## src/rtl/uart_wb_pkg.sv

```systemverilog
// Shared widths, FSM state type and byte-lane helper for the UART Wishbone master.
package uart_wb_pkg;

  localparam int ADDR_W = 5;
  localparam int DATA_W = 8;
  localparam int SEL_W  = 4;
  localparam int CNT_W  = 8;

  typedef enum logic [1:0] {
    IDLE = 2'd0,
    BUS  = 2'd1,
    RESP = 2'd2
  } state_e;

  // The UART sits on a 32-bit bus; the low address bits pick the byte lane.
  function automatic logic [SEL_W-1:0] lane_sel(input logic [ADDR_W-1:0] addr);
    return SEL_W'(1) << addr[1:0];
  endfunction

endpackage

```

## src/rtl/uart_wb_if.sv

```systemverilog
// Command/response handshake plus Wishbone classic signals towards the UART.
// Handshakes: a beat moves on a rising edge where valid & ready are both 1;
// once raised, valid and its payload hold until that edge.
interface uart_wb_if;
  import uart_wb_pkg::*;

  logic              cmd_valid;
  logic              cmd_ready;
  logic              cmd_we;
  logic [ADDR_W-1:0] cmd_addr;
  logic [DATA_W-1:0] cmd_wdata;

  logic              rsp_valid;
  logic              rsp_ready;
  logic [DATA_W-1:0] rsp_rdata;
  logic              rsp_err;

  logic [ADDR_W-1:0] wb_addr_o;
  logic [SEL_W-1:0]  wb_sel_o;
  logic [DATA_W-1:0] wb_dat_o;
  logic              wb_we_o;
  logic              wb_stb_o;
  logic              wb_cyc_o;
  logic [DATA_W-1:0] wb_dat_i;
  logic              wb_ack_i;

  modport master (
    input  cmd_valid, cmd_we, cmd_addr, cmd_wdata, rsp_ready, wb_dat_i, wb_ack_i,
    output cmd_ready, rsp_valid, rsp_rdata, rsp_err,
           wb_addr_o, wb_sel_o, wb_dat_o, wb_we_o, wb_stb_o, wb_cyc_o
  );

  modport slave (
    output cmd_valid, cmd_we, cmd_addr, cmd_wdata, rsp_ready, wb_dat_i, wb_ack_i,
    input  cmd_ready, rsp_valid, rsp_rdata, rsp_err,
           wb_addr_o, wb_sel_o, wb_dat_o, wb_we_o, wb_stb_o, wb_cyc_o
  );

endinterface

```

## src/rtl/uart_wb_timeout.sv

```systemverilog
// Bus-cycle watchdog: counts un-acked strobe cycles and flags the final allowed one.
module uart_wb_timeout
  import uart_wb_pkg::*;
#(
  parameter int TIMEOUT_CYC = 16
) (
  input  logic clk,
  input  logic rst,
  input  logic clear,
  input  logic enable,
  output logic expired
);

  logic [CNT_W-1:0] count;

  always_ff @(posedge clk) begin
    if (rst) begin
      count <= '0;
    end else if (clear) begin
      count <= '0;
    end else if (enable) begin
      count <= count + CNT_W'(1);
    end
  end

  // Expiry on count TIMEOUT_CYC-1 gives exactly TIMEOUT_CYC strobe cycles.
  assign expired = (count == CNT_W'(TIMEOUT_CYC - 1));

endmodule

```

## src/rtl/uart_wb_master.sv

```systemverilog
// Turns single command beats into Wishbone classic accesses to a UART, with timeout abort.
module uart_wb_master
  import uart_wb_pkg::*;
#(
  parameter int TIMEOUT_CYC = 16
) (
  input  logic      wb_clk_i,
  input  logic      wb_rst_i,
  uart_wb_if.master bus,
  output state_e    state_dbg
);

  state_e            state_q;
  state_e            state_d;
  logic [ADDR_W-1:0] addr_q;
  logic              we_q;
  logic [DATA_W-1:0] wdata_q;
  logic [DATA_W-1:0] rdata_q;
  logic              err_q;
  logic              in_bus;
  logic              expired;

  assign in_bus = (state_q == BUS);

  uart_wb_timeout #(
    .TIMEOUT_CYC (TIMEOUT_CYC)
  ) u_timeout (
    .clk     (wb_clk_i),
    .rst     (wb_rst_i),
    .clear   (!in_bus),
    .enable  (in_bus && !bus.wb_ack_i),
    .expired (expired)
  );

  always_comb begin
    state_d = state_q;
    case (state_q)
      IDLE:    if (bus.cmd_valid) state_d = BUS;
      BUS:     if (bus.wb_ack_i || expired) state_d = RESP;
      RESP:    if (bus.rsp_ready) state_d = IDLE;
      default: state_d = IDLE;
    endcase
  end

  always_ff @(posedge wb_clk_i) begin
    if (wb_rst_i) begin
      state_q <= IDLE;
      addr_q  <= '0;
      we_q    <= 1'b0;
      wdata_q <= '0;
      rdata_q <= '0;
      err_q   <= 1'b0;
    end else begin
      state_q <= state_d;
      if (state_q == IDLE && bus.cmd_valid) begin
        addr_q  <= bus.cmd_addr;
        we_q    <= bus.cmd_we;
        wdata_q <= bus.cmd_wdata;
      end
      // Ack is tested first so it wins over a coincident timeout.
      if (in_bus && bus.wb_ack_i) begin
        rdata_q <= we_q ? '0 : bus.wb_dat_i;
        err_q   <= 1'b0;
      end else if (in_bus && expired) begin
        rdata_q <= '0;
        err_q   <= 1'b1;
      end
    end
  end

  assign bus.cmd_ready = (state_q == IDLE);
  assign bus.rsp_valid = (state_q == RESP);
  assign bus.rsp_rdata = rdata_q;
  assign bus.rsp_err   = err_q;

  assign bus.wb_cyc_o  = in_bus;
  assign bus.wb_stb_o  = in_bus;
  assign bus.wb_we_o   = in_bus && we_q;
  assign bus.wb_addr_o = in_bus ? addr_q : '0;
  assign bus.wb_sel_o  = in_bus ? lane_sel(addr_q) : '0;
  assign bus.wb_dat_o  = (in_bus && we_q) ? wdata_q : '0;

  assign state_dbg = state_q;

endmodule

```

## src/flat_wrapper.sv

```systemverilog
// flat-port wrapper written by rule: the top's interface ports become plain ports
module uart_wb_master_flat import uart_wb_pkg::*;
#(
  parameter int TIMEOUT_CYC = 16
)
  (wb_clk_i, wb_rst_i, state_dbg, bus_cmd_valid, bus_cmd_we, bus_cmd_addr, bus_cmd_wdata, bus_rsp_ready, bus_wb_dat_i, bus_wb_ack_i, bus_cmd_ready, bus_rsp_valid, bus_rsp_rdata, bus_rsp_err, bus_wb_addr_o, bus_wb_sel_o, bus_wb_dat_o, bus_wb_we_o, bus_wb_stb_o, bus_wb_cyc_o);
  uart_wb_if bus_i ();
  input  logic wb_clk_i;
  input  logic wb_rst_i;
  output state_e state_dbg;
  input wire logic [$bits(bus_i.cmd_valid)-1:0] bus_cmd_valid;
  input wire logic [$bits(bus_i.cmd_we)-1:0] bus_cmd_we;
  input wire logic [$bits(bus_i.cmd_addr)-1:0] bus_cmd_addr;
  input wire logic [$bits(bus_i.cmd_wdata)-1:0] bus_cmd_wdata;
  input wire logic [$bits(bus_i.rsp_ready)-1:0] bus_rsp_ready;
  input wire logic [$bits(bus_i.wb_dat_i)-1:0] bus_wb_dat_i;
  input wire logic [$bits(bus_i.wb_ack_i)-1:0] bus_wb_ack_i;
  output wire logic [$bits(bus_i.cmd_ready)-1:0] bus_cmd_ready;
  output wire logic [$bits(bus_i.rsp_valid)-1:0] bus_rsp_valid;
  output wire logic [$bits(bus_i.rsp_rdata)-1:0] bus_rsp_rdata;
  output wire logic [$bits(bus_i.rsp_err)-1:0] bus_rsp_err;
  output wire logic [$bits(bus_i.wb_addr_o)-1:0] bus_wb_addr_o;
  output wire logic [$bits(bus_i.wb_sel_o)-1:0] bus_wb_sel_o;
  output wire logic [$bits(bus_i.wb_dat_o)-1:0] bus_wb_dat_o;
  output wire logic [$bits(bus_i.wb_we_o)-1:0] bus_wb_we_o;
  output wire logic [$bits(bus_i.wb_stb_o)-1:0] bus_wb_stb_o;
  output wire logic [$bits(bus_i.wb_cyc_o)-1:0] bus_wb_cyc_o;
  assign bus_i.cmd_valid = bus_cmd_valid;
  assign bus_i.cmd_we = bus_cmd_we;
  assign bus_i.cmd_addr = bus_cmd_addr;
  assign bus_i.cmd_wdata = bus_cmd_wdata;
  assign bus_i.rsp_ready = bus_rsp_ready;
  assign bus_i.wb_dat_i = bus_wb_dat_i;
  assign bus_i.wb_ack_i = bus_wb_ack_i;
  assign bus_cmd_ready = bus_i.cmd_ready;
  assign bus_rsp_valid = bus_i.rsp_valid;
  assign bus_rsp_rdata = bus_i.rsp_rdata;
  assign bus_rsp_err = bus_i.rsp_err;
  assign bus_wb_addr_o = bus_i.wb_addr_o;
  assign bus_wb_sel_o = bus_i.wb_sel_o;
  assign bus_wb_dat_o = bus_i.wb_dat_o;
  assign bus_wb_we_o = bus_i.wb_we_o;
  assign bus_wb_stb_o = bus_i.wb_stb_o;
  assign bus_wb_cyc_o = bus_i.wb_cyc_o;
  uart_wb_master #(.TIMEOUT_CYC(TIMEOUT_CYC)) u_core (.wb_clk_i(wb_clk_i), .wb_rst_i(wb_rst_i), .bus(bus_i), .state_dbg(state_dbg));
endmodule
```

## config.mk

```make
export PLATFORM = sky130hd
export DESIGN_NAME = uart_wb_master_flat
export DESIGN_NICKNAME = d
export VERILOG_FILES = /design/src/rtl/uart_wb_pkg.sv /design/src/rtl/uart_wb_if.sv /design/src/rtl/uart_wb_timeout.sv /design/src/rtl/uart_wb_master.sv /design/src/flat_wrapper.sv
export SDC_FILE = /design/constraint.sdc
export NUM_CORES = 1
export LEC_CHECK = 0
export ABC_AREA = 1
export CAP_MARGIN = 20
export CORE_MARGIN = 5
export CORE_UTILIZATION = 46
export DETAILED_ROUTE_END_ITERATION = 7
export MAX_ROUTING_LAYER = met4
export PLACE_DENSITY_LB_ADDON = 0.05
export SLEW_MARGIN = 15
export SYNTH_ARGS = -nofsm -noshare
export SYNTH_HDL_FRONTEND = slang
export SYNTH_HIERARCHICAL = 1
export SYNTH_SLANG_ARGS = --single-unit
```

## constraint.sdc

```tcl
create_clock -name wb_clk_i -period 3.3 [get_ports wb_clk_i]
set_clock_uncertainty 0.05 [all_clocks]
set_input_delay 0.66 -clock wb_clk_i [delete_from_list [all_inputs] [get_ports wb_clk_i]]
set_output_delay 0.66 -clock wb_clk_i [all_outputs]
set_load 0.01 [all_outputs]
```

==> impl_metrics.ini, run 1 <==
[routing]
wl_per_cell_um = 10.8
viasPerCell = 4.54
drt_iter0_markers = 49
firstDrtPassIters = 4
via_count = 1499
antenna_left = 0
routed_wl_um = 3560
drcViolationCount = 0

[clocking]
post-cts-setup-buffers = 0
htreeDepth = 2
cts-resized-gates = 0
postCtsHoldBufs = 0
cts_buffers = 5
clk_pin_slew_ns = 0.10
cts.sinks = 33
clock_path_buffers = 2
clk_latency_ns = 0.32
tritoncts = yes
cts_root_buffer = clkbuf_4

[synth]
ys_ff_latch = 33
syn_inst = 226
yosys_warnings = 6
synth-compound-area-share_pct = 11.1
synth_nets = 254
synth-simple-area-share_pct = 31.2
synth_fa_ha_area_share_pct = 0.818
synth.yosys.seq_area_share_pct = 43.2
synth_xor_area_share_pct = 0
ys_types = 21
synth_area_mm2 = 0.00153
synth_top_family_by_area = simple AND/OR/NAND/NOR gates
synth_mux_area_share_pct = 0
syn_area_per_cell_um2 = 6.77

[critical_path]
crit_fanout = 13
regToRegEndpoint = u_core/u_timeout/count[7]
r2r-start = u_core/state_dbg[0]
r2r_cells = 7
crit_type = reg2out
crit_start = u_core/state_dbg[0]
endpoint = bus_wb_dat_o[7]
start_kind = flip-flop
crit_required_ns = 2.59
cp-end-kind = output port
arrival_ns = 1.98
r2r_slack_ns = 1.46

[floorplan]
io_pins = 60
core_region_area_mm2 = 0.00328
die_w_um = 67.7
die-area_mm2 = 0.00458
start_util_pct = 46.6
die_h_um = 67.7
rows = 21

[finish]
diodes = 0
final_area_mm2 = 0.00218
layout_common_cells = clkdlybuf4s50_1 (59), nor2_1 (59), inv_1 (33), dfxtp_1 (33), nand2_1 (28)
syn2layout_area_growth_pct = 42.6
drive_above_1_share_pct = 6.34
fin_nets = 311

[sta]
setup_viol = 0
finalHoldViolCount = 0
finalMaxSlewViolations = 0
period_share_pct = 81.4
worst_slew_pin_slew_ns = 0.472
max_freq_mhz = 372
grt_setup_unrepaired = no
tns_ns = 0
period_needed_ns = 2.69
slew_headroom_pct = 68.4

[placement]
postPlaceCellArea_mm2 = 0.00211
portBuffers = 59
place_congestion = 0.758
dp_hpwl_um = 2600

[hold_path]
hold_class = reg2reg

[global_route]
antenna_found_initial = 0
grt_pass1_wl_um = 5780
grt_pass1_vias = 1318
grt_max_degree = 17
grt_use_total_pct = 17.2
gr-total-overflow = 0

[power_and_ir_drop]
leakage_nw = 0.859
p_per_area_mw_per_mm2 = 383
ir_drop_v = 0.000285

[run_status]
status = complete, no violations

[run]
max-cap-violations = 0
worst min path at each step:
stage                       startpoint                      end  cells past startpoint
3_3_place_gp   u_core/bus.rsp_rdata[7]  u_core/bus.rsp_rdata[7]                      2
6_report       u_core/bus.rsp_rdata[2]  u_core/bus.rsp_rdata[2]                      2
3_5_place_dp        u_core/bus.rsp_err       u_core/bus.rsp_err                      2
4_1_cts        u_core/bus.rsp_rdata[7]  u_core/bus.rsp_rdata[7]                      2
5_1_grt        u_core/bus.rsp_rdata[7]  u_core/bus.rsp_rdata[7]                      2
2_1_floorplan         u_core/addr_q[2]         u_core/addr_q[2]                      2
metal layers:
| metal | global-route usage (%) | routed length (um) |
|---|---|---|
| met4 | 6.08 | 35 |
| met5 | - | 0 |
| met1 | 20.3 | 1660 |
| met3 | 5.16 | 260 |
| met2 | 27.5 | 1600 |
state kept, by name (all words and copies together) (netlist names):
name                    cells
u_core/bus.rsp_rdata        8
u_core/u_timeout/count      8
u_core/wdata_q              8
u_core/addr_q               5
u_core/state_dbg            2
u_core/bus.rsp_err          1
u_core/we_q                 1
cell usage after synthesis:
| cell type | n | area share (%) |
|---|---|---|
| nor2_1 | 59 | 14 |
| dfxtp_1 | 33 | 43 |
| inv_1 | 33 | 8.1 |
| nand2_1 | 28 | 6.9 |
| a21oi_1 | 17 | 5.6 |
| nand3_1 | 14 | 4.6 |
| o21ai_0 | 14 | 4.6 |
| nor2_2 | 5 | 2.0 |
| buf_2 | 4 | 1.3 |
| nor3_1 | 4 | 1.3 |
| o21ai_1 | 3 | 0.98 |
| buf_4 | 2 | 0.98 |
| clkbuf_1 | 2 | 0.49 |
| buf_12 | 1 | 1.3 |
| buf_6 | 1 | 0.74 |
| ha_1 | 1 | 0.82 |
| inv_2 | 1 | 0.25 |
| inv_6 | 1 | 0.57 |
| nand2_4 | 1 | 0.74 |
| nor2_4 | 1 | 0.74 |
| nor4_1 | 1 | 0.41 |
critical path, stage by stage, from the launching register on:
cell	delay (ns)
dfxtp_1	0.43
inv_2	0.05
nor2_2	0.07
buf_4	0.18
nand2_1	0.21
nor2_1	0.16
clkdlybuf4s50_1	0.55
cells by family (layout without fill, tap and decap cells):
logic type	Yosys count	in the layout
and+or+nand+nor	113	113
buffers and inverters	45	103
AOI/OAI and AO/OA	34	34
DFF	33	33
adders and majority gates	1	1
stage by stage:
stage,util (%),total power [W],hold slack [ns],instances,setup slack [ns]
6_report,66.4,0.000835,0.421,330,0.615
3_5_place_dp,64.3,0.000592,0.404,322,0.928
5_1_grt,66.4,0.000884,0.443,330,0.451
3_3_place_gp,64.3,0.000591,0.398,322,0.968
4_1_cts,66.4,0.000847,0.421,330,0.558
2_1_floorplan,-,0.000527,0.403,226,1.59
final cells by class:
| type | count | area, um2 |
|---|---|---|
| multi-input cells | 148 | 659 |
| clock inverters | 1 | 5.00 |
| clock buffers | 7 | 65.1 |
| fillers | 298 | 1100 |
| repair buffers | 60 | 598 |
| inverters | 35 | 136 |
| well taps | 46 | 57.6 |
| flip-flops and latches | 33 | 661 |
where the power goes:
part	internal (W)	switching (W)	leakage (nW)
Clock	0.000123	0.000130	0.0413
Combinational	0.0000756	0.0000719	0.548
Sequential	0.000419	0.0000152	0.270
(Power assumes the default switching activity.)
==> run 2: changes to the inputs <==
- CORE_UTILIZATION: 46 -> 39
- clock period: 3.3 -> 2.3 ns (I/O delays scaled with it)
==> impl_metrics.ini, run 2 (synthesis results as in run 1) <==
[sta]
max_freq_mhz = 466
tns_ns = 0
period_share_pct = 93.4
worst_slew_pin_slew_ns = 0.366
slew_headroom_pct = 75.4
setup_viol = 0
period_needed_ns = 2.15
finalHoldViolCount = 0
finalMaxSlewViolations = 0
setup_slack_ns = 0.153

[power_and_ir_drop]
p_per_area_mw_per_mm2 = 564
design_power_total_w = 0.00126
leakage_nw = 0.884
ir_drop_v = 0.000288

[floorplan]
io_pins = 60
start_util_pct = 40.9
rows = 22
die-area_mm2 = 0.00528
die_h_um = 72.6
core_region_area_mm2 = 0.00374
die_w_um = 72.6

[clocking]
htreeDepth = 2
clock_path_buffers = 2
cts.sinks = 33
clk_pin_slew_ns = 0.07
postCtsHoldBufs = 0
cts_root_buffer = clkbuf_8
clk_latency_ns = 0.29
tritoncts = yes
cts_buffers = 5

[global_route]
grt_pass1_vias = 1401
antenna_found_initial = 0
grt_max_degree = 17
gr-total-overflow = 0
grt_use_total_pct = 15.7
grt_pass1_wl_um = 6350

[finish]
final_cells = 336
syn2layout_area_growth_pct = 46.0
drive_above_1_share_pct = 8.33
fin_nets = 315
layout_common_cells = clkdlybuf4s50_1 (59), nor2_1 (59), inv_1 (33)
diodes = 0
utilization_pct = 59.7

[run_status]
status = complete, no violations

[placement]
dpl_worst_slack_ns = 0.313
placed_cells = 328
portBuffers = 59
dp_hpwl_um = 2700
place_congestion = 0.776

[critical_path]
crit_fanout = 9
crit_type = reg2out
crit_required_ns = 1.79
start_kind = flip-flop
cp-end-kind = output port
arrival_ns = 1.64
r2r_cells = 8

[routing]
drt_iter0_markers = 69
firstDrtPassIters = 4
drcViolationCount = 0
routed_wl_um = 3690
viasPerCell = 4.52
via_count = 1519
wl_per_cell_um = 11.0
antenna_left = 0

[run]
max-cap-violations = 0

[hold_path]
hold_depth = 2
hold_class = reg2reg
[run 2: changes by cell type in the layout (fill, tap and decap cells not counted)]
cell	previous run	this run
buf_4	1	5
clkbuf_1	0	1
clkbuf_4	5	0
clkbuf_8	2	5
clkinv_2	1	2
dfxtp_1	33	32
dfxtp_2	0	1
nand2_1	28	26
nand2_2	0	2
[run 2: layout make-up]
cell class | count | area, um2
Multi-Input combinational cell | 148 | 664
Inverter | 35 | 136
Tap cell | 48 | 60.1
Clock inverter | 2 | 10.0
Fill cell | 415 | 1510
Sequential cell | 33 | 662
Timing Repair Buffer | 64 | 628
Clock buffer | 6 | 72.6
[run 2: report_power, final]
group          total (W)  switching, W  internal [W]
registers       0.000620     0.0000184      0.000602
clock network   0.000416      0.000206      0.000209
logic           0.000223      0.000109      0.000114
[run 2: per-stage QoR]
stage               hold WS (ns)  cell area [um2]
floorplan                  0.403             1530
global placement           0.400             2140
detailed placement         0.400             2140
CTS                        0.411             2230
global route               0.429             2230
finish                     0.407             2230
[run 2: what timing repair did]
action,in CTS,in global routing
setup buffers,0,0
endpoints found under the hold margin,0,0
pin swaps,0,0
resized for setup,2,1
endpoints found under the setup margin,5,9
[run 2: critical path, cell delays in order, from the launching register on]
cell and delay [ns]:
dfxtp_2 0.38, inv_2 0.04, nor2_2 0.11, nand2_2 0.14, nor2_1 0.13, clkdlybuf4s50_1 0.55
[run 2: final timing paths]
| kind | startpoint | endpoint | slack [ns] |
|---|---|---|---|
| setup / recovery | u_core/state_dbg[0] | bus_wb_dat_o[4] | 0.15 |
| hold reg to reg | u_core/bus.rsp_err | u_core/bus.rsp_err | 0.41 |
| hold / removal | u_core/bus.rsp_err | u_core/bus.rsp_err | 0.41 |
| setup reg to reg | u_core/u_timeout/count[0] | u_core/bus.rsp_rdata[0] | 0.60 |
[run 2: per-layer routing]
layer  global-route usage (%)  routed length, um  part of all wire (%)
met5                        -                  0                     0
met4                     5.53                 53                   1.4
met3                     5.37                272                   7.4
met2                     23.8               1690                    46
met1                     19.3               1680                    46
==> run 3: changes to the inputs <==
- CORE_UTILIZATION: 39 -> 55
- DONT_BUFFER_PORTS: not set -> 1
==> impl_metrics.ini, run 3 (synthesis results as in run 1) <==
[finish]
n_fill_cell = 277
final_common_cell = nor2_1
fin_nets = 252
syn2layout_area_growth_pct = 1.80
final_cells = 255
layout_common_cells = nor2_1 (59), inv_1 (33), dfxtp_1 (33)
drive_above_1_share_pct = 7.14
diodes = 0

[sta]
grt_setup_unrepaired = no
finalHoldViolCount = 0
slew_headroom_pct = 71.2
period_needed_ns = 2.01
setup_viol = 0
period_share_pct = 87.3
tns_ns = 0
max_freq_mhz = 498
finalMaxSlewViolations = 0
worst_slew_pin_slew_ns = 0.430

[clocking]
cts_root_buffer = clkbuf_4
clk_latency_ns = 0.33
clk_pin_slew_ns = 0.09
tritoncts = yes
cts-resized-gates = 0
cts_buffers = 5
clock_path_buffers = 2
postCtsHoldBufs = 0
htreeDepth = 2
post-cts-setup-buffers = 0
cts.sinks = 33

[floorplan]
io_pins = 60
die_h_um = 62.7
core_region_area_mm2 = 0.00271
die_w_um = 62.7
die-area_mm2 = 0.00394
rows = 19
start_util_pct = 56.5

[routing]
via_count = 1306
wl_per_cell_um = 12.7
dr_wl_met3_um = 253
viasPerCell = 5.12
antenna_left = 0
drt_iter0_markers = 59
met2WireLength_um = 1510
dr.max_layer_used = met4
firstDrtPassIters = 4
drt-met1-wl_um = 1420
drcViolationCount = 0
routed_wl_um = 3230

[critical_path]
crit_required_ns = 1.79
start_kind = flip-flop
arrival_ns = 1.50
r2r_slack_ns = 0.40
crit_type = reg2out
cp-end-kind = output port
crit_fanout = 12

[placement]
placed_cells = 248
place_congestion = 0.758
portBuffers = 0
dp_hpwl_um = 2360

[global_route]
grt_pass1_vias = 1217
grt_use_total_pct = 18.0
antenna_found_initial = 0
grt_max_degree = 17
gr-total-overflow = 0
grt_pass1_wl_um = 5560

[power_and_ir_drop]
p_per_area_mw_per_mm2 = 687
leakage_nw = 0.633
ir_drop_v = 0.000541

[hold_path]
hold_class = in2reg

[run_status]
status = complete, no violations

[run]
max-cap-violations = 0
## run 3: final timing paths
check	start	end	cells past startpoint
worst max-delay path	u_core/state_dbg[0]	bus_wb_sel_o[1]	2
worst min-delay path	wb_rst_i	u_core/state_dbg[0]	1
worst max register to register	u_core/state_dbg[0]	u_core/u_timeout/count[6]	7
worst min register to register	u_core/wdata_q[5]	u_core/wdata_q[5]	2
## run 3: layout make-up
cell class	count	area (um2)	area share, %
clock buffers	7	55.1	3.53
multi-input cells	148	659	42.3
flip-flops and latches	33	661	42.4
repair buffers	1	7.51	0.482
well taps	31	38.8	2.49
inverters	35	136	8.76
## run 3: stage by stage
stage	util [%]	hold WS, ns	total power, W	instance area, um2	worst slack [ns]
CTS	57.5	0.124	0.00108	1560	0.252
floorplan	-	0.403	0.000756	1530	0.794
global route	57.5	0.114	0.00114	1560	0.157
finish	57.5	0.140	0.00107	1560	0.293
global placement	55.4	0.413	0.000757	1500	0.520
detailed placement	55.4	0.420	0.000763	1500	0.400
## run 3: worst max-delay path: stages, from the launching register on
cell,delay [ns]
dfxtp_1,0.48
nand2_1,0.30
nor3_1,0.39
## run 3: layer usage
metal / track usage, % / vias to the layer above
li1: - / 689
met1: 19.2 / 567
met2: 29.7 / 43
met3: 8.45 / 7
met4: 5.57 / 0
met5: - / -
## run 3: power by group
group / total, W / switching, W / leakage (nW) / internal (W)
clock network: 0.000322 / 0.000178 / 0.0314 / 0.000144
registers: 0.000627 / 0.0000257 / 0.270 / 0.000601
logic: 0.000121 / 0.0000826 / 0.332 / 0.0000385
total: 0.00107 / 0.000286 / 0.633 / 0.000784
